==> config.mk <==
export PLATFORM = sky130hd
export DESIGN_NAME = mem_access_ctrl
export DESIGN_NICKNAME = d
export VERILOG_FILES = /design/src/rtl/mem_access_ctrl_pkg.sv /design/src/rtl/mem_access_ctrl_timeout_counter.sv /design/src/rtl/mem_access_ctrl.sv
export SDC_FILE = /design/constraint.sdc
export NUM_CORES = 1
export LEC_CHECK = 0
export BUFFER_PORTS_ARGS = -buffer_cell sky130_fd_sc_hd__buf_2
export CAP_MARGIN = 20
export CORE_AREA = 2 2 39 41
export DETAILED_ROUTE_END_ITERATION = 6
export DIE_AREA = 0 0 41 43
export PLACE_DENSITY = 0.59
export SYNTH_ARGS = -nofsm -noshare
export SYNTH_HDL_FRONTEND = slang
export SYNTH_HIERARCHICAL = 1
export SYNTH_SLANG_ARGS = --single-unit
==> constraint.sdc <==
create_clock -name clk -period 4.1 [get_ports clk]
set_input_delay 0.205 -clock clk [delete_from_list [all_inputs] [get_ports clk]]
set_output_delay 0.205 -clock clk [all_outputs]
set_load 0.01 [all_outputs]
==> src/rtl/mem_access_ctrl_pkg.sv <==
// rtl/mem_access_ctrl_pkg.sv - shared opcodes, state encoding and decode helpers
package mem_access_ctrl_pkg;

  localparam logic [4:0] OP_LOAD  = 5'b00000;
  localparam logic [4:0] OP_STORE = 5'b01000;

  typedef enum logic [1:0] {
    ST_IDLE   = 2'd0,
    ST_ACCESS = 2'd1,
    ST_DONE   = 2'd2,
    ST_ERR    = 2'd3
  } state_e;

  function automatic logic op_is_load(input logic [4:0] major);
    return major == OP_LOAD;
  endfunction

  function automatic logic op_is_store(input logic [4:0] major);
    return major == OP_STORE;
  endfunction

endpackage

==> src/rtl/mem_access_ctrl_timeout_counter.sv <==
// rtl/mem_access_ctrl_timeout_counter.sv - saturating ACCESS-cycle counter with terminal count
module timeout_counter #(
  parameter int TIMEOUT = 15,
  parameter int W       = $clog2(TIMEOUT + 1)
) (
  input  logic clk,
  input  logic rst,
  input  logic clear_i,
  input  logic enable_i,
  output logic tc_o
);

  localparam logic [W-1:0] TC_VAL = W'(TIMEOUT - 1);

  logic [W-1:0] count_q, count_d;

  // Holding at the terminal value keeps the counter from ever wrapping.
  always_comb begin
    count_d = count_q;
    if (clear_i) begin
      count_d = '0;
    end else if (enable_i && (count_q != TC_VAL)) begin
      count_d = count_q + 1'b1;
    end
  end

  always_ff @(posedge clk or posedge rst) begin
    if (rst) begin
      count_q <= '0;
    end else begin
      count_q <= count_d;
    end
  end

  assign tc_o = (count_q == TC_VAL);

endmodule

==> src/rtl/mem_access_ctrl.sv <==
// rtl/mem_access_ctrl.sv - stalls the PC around load/store data-memory accesses
module mem_access_ctrl
  import mem_access_ctrl_pkg::*;
#(
  parameter int TIMEOUT = 15
) (
  input  logic       clk,
  input  logic       rst,
  input  logic [6:0] opcode,
  input  logic       mem_ack,
  output logic       mem_req,
  output logic       mem_we,
  output logic       pc_enable,
  output logic       reg_write_load,
  output logic       busy,
  output logic       bus_err
);

  state_e state_q, state_d;
  logic   is_store_q, is_store_d;
  logic   dec_load, dec_store, dec_mem;
  logic   cnt_clear, cnt_enable, cnt_tc;
  logic   unused_opcode_bits;

  assign dec_load           = op_is_load(opcode[6:2]);
  assign dec_store          = op_is_store(opcode[6:2]);
  assign dec_mem            = dec_load | dec_store;
  assign unused_opcode_bits = ^opcode[1:0];

  always_ff @(posedge clk or posedge rst) begin
    if (rst) begin
      state_q    <= ST_IDLE;
      is_store_q <= 1'b0;
    end else begin
      state_q    <= state_d;
      is_store_q <= is_store_d;
    end
  end

  // An ack on the terminal ACCESS cycle still completes the access.
  always_comb begin
    state_d    = state_q;
    is_store_d = is_store_q;
    cnt_clear  = 1'b0;
    cnt_enable = 1'b0;
    case (state_q)
      ST_IDLE: begin
        if (dec_mem) begin
          state_d    = ST_ACCESS;
          is_store_d = dec_store;
          cnt_clear  = 1'b1;
        end
      end
      ST_ACCESS: begin
        if (mem_ack) begin
          state_d = ST_DONE;
        end else if (cnt_tc) begin
          state_d = ST_ERR;
        end else begin
          cnt_enable = 1'b1;
        end
      end
      ST_DONE: state_d = ST_IDLE;
      ST_ERR:  state_d = ST_ERR;
      default: state_d = ST_IDLE;
    endcase
  end

  always_comb begin
    mem_req        = (state_q == ST_ACCESS);
    mem_we         = (state_q == ST_ACCESS) && is_store_q;
    pc_enable      = ((state_q == ST_IDLE) && !dec_mem) || (state_q == ST_DONE);
    reg_write_load = pc_enable;
    busy           = (state_q == ST_ACCESS) || (state_q == ST_DONE);
    bus_err        = (state_q == ST_ERR);
  end

  timeout_counter #(
    .TIMEOUT (TIMEOUT)
  ) u_timeout_counter (
    .clk      (clk),
    .rst      (rst),
    .clear_i  (cnt_clear),
    .enable_i (cnt_enable),
    .tc_o     (cnt_tc)
  );

endmodule

==> results.sh, run 1 <==
export IMPL_antenna_found_initial=0
export IMPL_fin_skew_ns=0.00875
export IMPL_area_delta_synth_final_pct=25.6
export IMPL_synth_area_leader_cell="dfrtp_1"
export IMPL_layout_cells_non_filler=78
export IMPL_vias_per_cell=4.81
export IMPL_cellPowerDensity_nw_per_um2=705
export IMPL_hold_path_depth=2
export IMPL_netlist_area_um2=445
export IMPL_async_reset_ff_share_pct=100
export IMPL_timing_rr_start="u_timeout_counter/count_q[0]"
export IMPL_initial_core_util_pct=32.2
export IMPL_slowest_stage="nor3b_1"
export IMPL_cts_buffers=3
export IMPL_drt_pass1_iterations=2
export IMPL_yosysSeqAreaShare_pct=39.3
export IMPL_row_count=14
export IMPL_setup_tns_ns=0
export IMPL_vdd_drop_max_v=0.000331
export IMPL_synth_top_area_share_pct=39.3
export IMPL_place_gp_congestion=0.794
export IMPL_combPwrFrac_pct=50.5
export IMPL_outcome="complete, no violations"
export IMPL_drv_cap=0
export IMPL_cts_tree="built"
export IMPL_swShare_pct=39.0
export IMPL_hpwl_um=652
export IMPL_worst_pin_slew_ns=0.780
export IMPL_clk_latency_ns=0.25
export IMPL_dominantRegCellSynth="dfrtp_1"
export IMPL_rsz0062_at_grt="no"
export IMPL_path_class="reg -> reg"
export IMPL_p_int_uw=240
export IMPL_power_switching_uw=154
export IMPL_placed_cells=73
export IMPL_slowest_delay_ns=0.65
export IMPL_synth_warnings=6
export IMPL_cp_startpoint="u_timeout_counter/count_q[0]"
export IMPL_arrival_ns=2.32
export IMPL_setup_viol=0
export IMPL_grt_max_degree=9
export IMPL_drt_iter0_drc=3
export IMPL_portBuffers=13
export IMPL_clock_power_share_pct=15.7
export IMPL_ff2ff_path_depth=8
export IMPL_die_height_um=43
export IMPL_max_slew_margin_rel_pct=47.9
export IMPL_yosysMostFrequentCell="dfrtp_1"
export IMPL_power_leakage_uw=0.000289
export IMPL_cp_cell_sequence="inv_1 -> ha_1 -> nand3_1 -> inv_1 -> nor3b_1 -> nand4_1 -> or2_0 -> a21oi_1"
export IMPL_num_antenna_cells=0
export IMPL_finalHoldViolCount=0
export IMPL_synth_distinct_cells=22
export IMPL_fmax_mhz=466
export IMPL_cp_required_ns=4.28
export IMPL_synthCells=45
export IMPL_layout_drive_gt1_share_pct=32.3
export IMPL_cts_max_path_buffers=2
export IMPL_detail_route_wl_per_cell_um=10.2
export IMPL_rrSetupSlack_ns=1.95
export IMPL_vias=375
export IMPL_routed_wl_um=798
export IMPL_synth_common_cells="dfrtp_1 (7), ha_1 (6), inv_1 (6)"
export IMPL_die_area_um2=1760
export IMPL_cts_resized=0
export IMPL_rr_endpoint="u_timeout_counter/count_q[3]"
export IMPL_groute_usage_overall_pct=12.1
export IMPL_cp_start_kind="flip-flop"
export IMPL_grt_pass1_vias=366
export IMPL_clkSinkCount=7
export IMPL_grt_pass1_wl_um=1370
export IMPL_cp_max_fo=8
export IMPL_io_pins=16
export IMPL_synth_fp_nets=61
export IMPL_drv_slew=0
export IMPL_syn_area_per_cell_um2=9.90
export IMPL_crit_end="u_timeout_counter/count_q[3]"
export IMPL_htreeDepth=1
export IMPL_ys_ff_latch=7
export IMPL_core_um2=1380
export IMPL_overflow=0
export IMPL_cts_root_buf="clkbuf_4"
export IMPL_clkTransAtPathRegs_ns=0.06
export IMPL_synth_edf_count=0
export IMPL_ant_nets=0
export IMPL_crit_top_cell="inv_1"
export IMPL_synth_area_leaders="dfrtp_1 (39%), ha_1 (17%), inv_1 (5.1%)"
export IMPL_drc=0
export IMPL_nets=79
export IMPL_die_w_um=41
export IMPL_seq_power_share_pct=33.9
export IMPL_min_path_type="in -> reg"
export IMPL_period_needed_ns=2.15
export IMPL_fin_crit_sh_pct=52.3
export IMPL_worst_setup_path_end_kind="flip-flop"
state kept, by name (all words and copies together), names as in the netlist:
name / count
is_store_q: 1
state_q: 2
u_timeout_counter/count_q: 4
layer usage:
| metal | routed length [um] | vias to the layer above | global-route usage, % | part of all wire (%) |
|---|---|---|---|---|
| li1 | - | 193 | - | - |
| met1 | 377 | 172 | 14.2 | 47 |
| met2 | 366 | 8 | 17.2 | 46 |
| met3 | 42 | 2 | 4.71 | 5.3 |
| met4 | 11 | 0 | 8.00 | 1.4 |
| met5 | 0 | - | 0 | 0 |
worst max-delay path, delay by kind of cell, from the launching register on:
| family | cells | cell delay, ns |
|---|---|---|
| buffers and inverters | 2 | 0.17 |
| AND/OR/NAND/NOR | 4 | 1.21 |
| flip-flops | 1 | 0.37 |
| adder cells (fa/ha/maj) | 1 | 0.19 |
| AO/OA/AOI/OAI | 1 | 0.14 |
cell usage in the layout (no fill, tap or decap), types with 2 or more instances in the layout:
cell type,Yosys,final
buf_2,0,13
dfrtp_1,7,7
inv_1,6,6
ha_1,6,6
a21oi_1,4,4
clkbuf_4,0,3
nand3_1,3,3
nor2_1,2,2
and2_1,2,2
worst min-delay path by stage:
stage | startpoint | to | slack, ns
detailed placement | rst | state_q[0] | 0.08
floorplan | rst | is_store_q | -0.04
finish | opcode[5] | is_store_q | 0.20
global placement | rst | is_store_q | 0.08
global route | opcode[5] | is_store_q | 0.18
CTS | opcode[5] | is_store_q | 0.19
stage by stage:
step	hold WS [ns]	util, %	total power [uW]	cell area [um^2]	worst slack [ns]
after global routing	0.184	40.4	433	559	1.68
after CTS	0.188	40.4	401	559	1.93
after floorplan	-0.0414	-	285	445	2.19
after global placement	0.0839	37.8	333	523	1.93
after detailed placement	0.0842	37.8	335	523	1.94
final	0.196	40.4	394	559	1.95
area by class of cell:
class,count,area [um^2]
Clock buffer,4,26.3
Fill cell,132,825
Inverter,6,22.5
Multi-Input combinational cell,31,240
Sequential cell,7,175
Tap cell,16,20.0
Timing Repair Buffer,14,75.1
what timing repair did:
action / 4_1_cts / 5_1_grt
hold endpoints to repair: 7 / 0
buffers inserted: 0 / 0
hold buffers: 1 / 0
kinds of logic after synthesis:
| kind of cell | count (synthesis) | synth area share [%] |
|---|---|---|
| AO/OA/AOI/OAI | 10 | 16.9 |
| adder cells (fa/ha/maj) | 6 | 16.9 |
| buffers and inverters | 7 | 6.74 |
| flip-flops | 7 | 39.3 |
| multiplexers | 1 | 2.53 |
| AND/OR/NAND/NOR | 14 | 17.7 |
power groups by stage:
stage,logic (uW),registers (uW),clock network [uW]
finish,199,134,61.8
global route,226,139,67.7
CTS,202,134,65.4
detailed placement,200,135,0
global placement,198,134,0
floorplan,157,128,0
Power figures use the tool's default switching activity.
==> run 2: changes to the inputs <==
Settings changed: PLACE_DENSITY 0.59 to 0.61.
Clock period 4.1 ns to 1.9 ns, I/O delays scaled along.
==> run 2 against run 1 <==
  * Critical path depth is the same
  * Register-to-register slack got worse by 1.7 ns
  * Wire length decreased by 1.3%
  * Power is 120% higher
==> results.sh, run 2 (same netlist as run 1, synthesis figures left out) <==
export IMPL_drt_iter0_drc=0
export IMPL_worst_slack_ns=0.238
export IMPL_overflow=0
export IMPL_max_slew_margin_rel_pct=81.2
export IMPL_ff2ff_path_depth=8
export IMPL_cts_max_path_buffers=2
export IMPL_portBuffers=13
export IMPL_die_height_um=43
export IMPL_swShare_pct=38.1
export IMPL_finalHoldViolCount=0
export IMPL_cellPowerDensity_nw_per_um2=1480
export IMPL_detail_route_wl_per_cell_um=9.85
export IMPL_path_class="reg -> reg"
export IMPL_hpwl_um=674
export IMPL_nets=81
export IMPL_outcome="complete, no violations"
export IMPL_vdd_drop_max_v=0.000667
export IMPL_ant_nets=0
export IMPL_cts_tree="built"
export IMPL_drv_cap=0
export IMPL_grt_max_degree=6
export IMPL_fin_crit_sh_pct=87.5
export IMPL_power_switching_uw=327
export IMPL_cts_resized=0
export IMPL_num_antenna_cells=0
export IMPL_arrival_ns=1.82
export IMPL_rrSetupSlack_ns=0.24
export IMPL_clock_power_share_pct=14.8
export IMPL_worst_pin_slew_ns=0.281
export IMPL_timing_rr_start="u_timeout_counter/count_q[0]"
export IMPL_die_w_um=41
export IMPL_grt_pass1_vias=346
export IMPL_drv_slew=0
export IMPL_crit_end="u_timeout_counter/count_q[3]"
export IMPL_layout_commonest_cell="buf_2"
export IMPL_finalCoreUtilization_pct=41.9
export IMPL_cts_root_buf="clkbuf_4"
export IMPL_routed_wl_um=788
export IMPL_row_count=14
export IMPL_cp_startpoint="u_timeout_counter/count_q[0]"
export IMPL_clkTransAtPathRegs_ns=0.05
export IMPL_rsz0062_at_grt="no"
export IMPL_setup_tns_ns=0
export IMPL_core_um2=1380
export IMPL_final_cell_mix="buf_2 (13), dfrtp_1 (7), inv_1 (6), ha_1 (6), a21oi_1 (4)"
export IMPL_combPwrFrac_pct=51.7
export IMPL_groute_usage_overall_pct=11.8
export IMPL_cp_max_fo=4
export IMPL_die_area_um2=1760
export IMPL_vias_per_cell=4.69
export IMPL_area_delta_synth_final_pct=30.1
export IMPL_cp_required_ns=2.06
export IMPL_place_ws_ns=0.243
export IMPL_cts_buffers=3
export IMPL_seq_power_share_pct=33.5
export IMPL_fmax_mhz=602
export IMPL_rr_endpoint="u_timeout_counter/count_q[3]"
export IMPL_reg_top3="u_timeout_counter/count_q (4), state_q (2), is_store_q (1)"
export IMPL_vias=375
export IMPL_initial_core_util_pct=32.2
export IMPL_largest_register_ffs=4
export IMPL_p_int_uw=532
export IMPL_clk_latency_ns=0.24
export IMPL_drc=0
export IMPL_fin_skew_ns=0.00189
export IMPL_place_gp_congestion=0.716
export IMPL_layout_drive_gt1_share_pct=35.9
export IMPL_grt_pass1_wl_um=1410
export IMPL_worst_setup_path_end_kind="flip-flop"
export IMPL_antenna_found_initial=0
export IMPL_power_leakage_uw=0.000301
export IMPL_regMostFlops="u_timeout_counter/count_q"
export IMPL_htreeDepth=1
export IMPL_drt_pass1_iterations=1
export IMPL_setup_viol=0
export IMPL_min_path_type="in -> reg"
export IMPL_cp_start_kind="flip-flop"
export IMPL_clkSinkCount=7
export IMPL_io_pins=16
export IMPL_period_needed_ns=1.66
export IMPL_n_fill_cell=138
-- run 2: cell types whose count changed in the layout (fill, tap and decap cells not counted), sizes merged --
| cell | delta |
|---|---|
| buf | +2 |
-- run 2: cell type report --
class                      instances  area, um^2  area share, %
multi-input combinational         31         245           42.3
sequential                         7         175           30.2
timing repair buffer              16        90.1           15.6
clock buffer                       4        26.3           4.54
inverter                           6        22.5           3.89
tap                               16        20.0           3.46
-- run 2: through the flow --
stage / total power [uW] / cell area (um^2) / std cells / hold slack [ns]
after floorplan: 616 / 450 / 45 / -0.151
after global placement: 729 / 543 / 75 / -0.0264
after detailed placement: 742 / 543 / 75 / -0.0228
after CTS: 876 / 579 / 80 / 0.0895
after global routing: 958 / 579 / 80 / 0.0845
final: 859 / 579 / 80 / 0.0944
-- run 2: timing repair --
item / CTS / global route
buffers inserted: 0 / 0
hold endpoints to repair: 7 / 0
hold buffers: 1 / 0
-- run 2: worst min path at each step --
stage,start,to,slack (ns),depth (start not counted)
global route,opcode[5],is_store_q,0.08,2
finish,opcode[5],is_store_q,0.09,2
floorplan,rst,is_store_q,-0.15,1
detailed placement,rst,is_store_q,-0.02,2
global placement,rst,is_store_q,-0.03,2
CTS,opcode[5],is_store_q,0.09,2
-- run 2: critical path, stage by stage, from the launching register on --
cell and delay [ns]:
dfrtp_1 0.36, inv_1 0.08, ha_1 0.19, nand3_1 0.10
inv_1 0.08, nor3b_2 0.28, nand4_1 0.15, or2_0 0.21
a21oi_1 0.15
-- run 2: metal layers --
layer / wire length (um) / vias to the layer above / GRT usage, %
met1: 397 / 164 / 17.7
met2: 346 / 8 / 15.0
met3: 37 / 2 / 3.14
met4: 6 / 0 / 6.00
met5: 0 / - / 0
li1: - / 201 / -
-- run 2: power groups by stage --
| stage | clock (uW) | combinational, uW | sequential (uW) |
|---|---|---|---|
| after floorplan | 0 | 341 | 275 |
| after global placement | 0 | 440 | 289 |
| after detailed placement | 0 | 452 | 289 |
| after CTS | 134 | 454 | 288 |
| after global routing | 144 | 513 | 301 |
| final | 127 | 444 | 288 |
==> run 3: changes to the inputs <==
Clock period 1.9 ns to 1.3 ns, I/O delays scaled along.
==> run 3 against run 2 <==
  * The flow now finishes with violations (setup timing)
  * Critical path depth is 1 lower
  * Combinational power grew to 3.0 times the previous value
  * Power is 120% higher
  * Non-clock buffer count is 16 higher
  * Hold slack worse by 0.034 ns
  * Final cell count is 20% higher
  * First-iteration DRC count is 2 higher
==> results.sh, run 3 (same netlist as run 1, synthesis figures left out) <==
export IMPL_cp_max_fo=3
export IMPL_area_delta_synth_final_pct=82.6
export IMPL_hp_start="opcode[5]"
export IMPL_hpwl_um=856
export IMPL_cellPowerDensity_nw_per_um2=2370
export IMPL_cp_startpoint="u_timeout_counter/count_q[1]"
export IMPL_regMostFlops="u_timeout_counter/count_q"
export IMPL_nets=97
export IMPL_clk_latency_ns=0.25
export IMPL_placed_cells=87
export IMPL_finalHoldViolCount=0
export IMPL_clkTransAtPathRegs_ns=0.05
export IMPL_cts_tree="built"
export IMPL_routed_wl_um=1110
export IMPL_swShare_pct=36.3
export IMPL_groute_usage_overall_pct=15.5
export IMPL_ant_nets=0
export IMPL_drc=0
export IMPL_arrival_ns=1.61
export IMPL_vias_per_cell=4.74
export IMPL_io_pins=16
export IMPL_htreeDepth=1
export IMPL_portBuffers=13
export IMPL_vias=455
export IMPL_layout_commonest_cell="buf_4"
export IMPL_power_leakage_uw=0.000387
export IMPL_fmax_mhz=696
export IMPL_core_um2=1380
export IMPL_initial_core_util_pct=32.2
export IMPL_grt_max_degree=7
export IMPL_cts_buffers=3
export IMPL_final_cell_mix="buf_4 (16), buf_2 (9), dfrtp_1 (7)"
export IMPL_max_slew_margin_rel_pct=79.2
export IMPL_p_int_uw=1230
export IMPL_cts_root_buf="clkbuf_4"
export IMPL_detail_route_wl_per_cell_um=11.6
export IMPL_vdd_drop_max_v=0.00116
export IMPL_grt_pass1_vias=498
export IMPL_worst_slack_ns=-0.136
export IMPL_num_antenna_cells=0
export IMPL_cp_start_kind="flip-flop"
export IMPL_cp_required_ns=1.47
export IMPL_cts_max_path_buffers=2
export IMPL_rsz0062_at_grt="yes"
export IMPL_seq_power_share_pct=22.0
export IMPL_violations="setup timing"
export IMPL_worst_setup_path_end_kind="flip-flop"
export IMPL_crit_end="u_timeout_counter/count_q[3]"
export IMPL_overflow=0
export IMPL_rrSetupSlack_ns=-0.14
export IMPL_ff2ff_path_depth=7
export IMPL_hold_path_depth=2
export IMPL_grt_pass1_wl_um=1860
export IMPL_clkSinkCount=7
export IMPL_rr_endpoint="u_timeout_counter/count_q[3]"
export IMPL_finalCoreUtilization_pct=58.8
export IMPL_antenna_found_initial=0
export IMPL_die_area_um2=1760
export IMPL_fin_skew_ns=0.00388
export IMPL_outcome="finished with violations"
export IMPL_drt_iter0_drc=2
export IMPL_place_gp_congestion=0.715
export IMPL_layout_drive_gt1_share_pct=63.7
export IMPL_worst_pin_slew_ns=0.309
export IMPL_clock_power_share_pct=10.0
export IMPL_drv_slew=0
export IMPL_fin_crit_sh_pct=110
export IMPL_period_needed_ns=1.44
export IMPL_row_count=14
export IMPL_drt_pass1_iterations=2
export IMPL_place_ws_ns=-0.169
export IMPL_reg_top3="u_timeout_counter/count_q (4), state_q (2), is_store_q (1)"
export IMPL_combPwrFrac_pct=68.0
export IMPL_timing_rr_start="u_timeout_counter/count_q[1]"
export IMPL_path_class="reg -> reg"
export IMPL_setup_viol=9
export IMPL_drv_cap=0
export IMPL_power_switching_uw=699
export IMPL_timing_hold_ws_ns=0.0608
export IMPL_min_path_type="in -> reg"
export IMPL_die_height_um=43
export IMPL_die_w_um=41
export IMPL_layout_cells_non_filler=96
export IMPL_largest_register_ffs=4
-- run 3: what timing repair did --
item                                    in CTS  in global routing
pin swaps                                    6                  4
endpoints found under the setup margin      10                 11
hold buffers                                 1                  0
cloned                                       0                  0
endpoints found under the hold margin        7                  0
setup buffers                                4                  1
resized for setup                           13                  4
-- run 3: metrics by stage --
step | TNS [ns] | power (uW) | area (um^2)
5_1_grt | -1.49 | 2090 | 813
3_3_place_gp | -0.527 | 1370 | 669
6_report | -0.858 | 1920 | 813
3_5_place_dp | -0.725 | 1410 | 669
2_1_floorplan | -0.626 | 987 | 487
4_1_cts | -0.948 | 1860 | 787
-- run 3: power by group through the flow --
stage / registers, uW / clock network, uW / logic, uW
2_1_floorplan: 426 / 0 / 561
3_3_place_gp: 416 / 0 / 959
3_5_place_dp: 422 / 0 / 989
4_1_cts: 421 / 199 / 1240
5_1_grt: 437 / 210 / 1440
6_report: 424 / 192 / 1310
-- run 3: worst min-delay path by stage --
stage	to
2_1_floorplan	is_store_q
3_3_place_gp	is_store_q
3_5_place_dp	state_q[1]
4_1_cts	is_store_q
5_1_grt	is_store_q
6_report	is_store_q
-- run 3: layout make-up --
cell class,instances,area [um^2]
Fill cell,123,571
Multi-Input combinational cell,31,324
Timing Repair Buffer,32,243
Sequential cell,7,175
Clock buffer,4,26.3
Inverter,6,25.0
Tap cell,16,20.0
-- run 3: worst max-delay path: stages (launching register included) --
cell and delay, ns:
dfrtp_1 0.40, ha_4 0.17, nand3_4 0.09, inv_4 0.04
nor3b_4 0.20, nand4_1 0.12, or2_0 0.22, a21oi_1 0.13
-- run 3: metal layers --
layer,part of all wire [%],vias up,track usage [%]
li1,-,230,-
met1,38,214,17.4
met2,58,9,26.9
met3,2.2,2,0
met4,1.7,0,9.33
met5,0,-,0
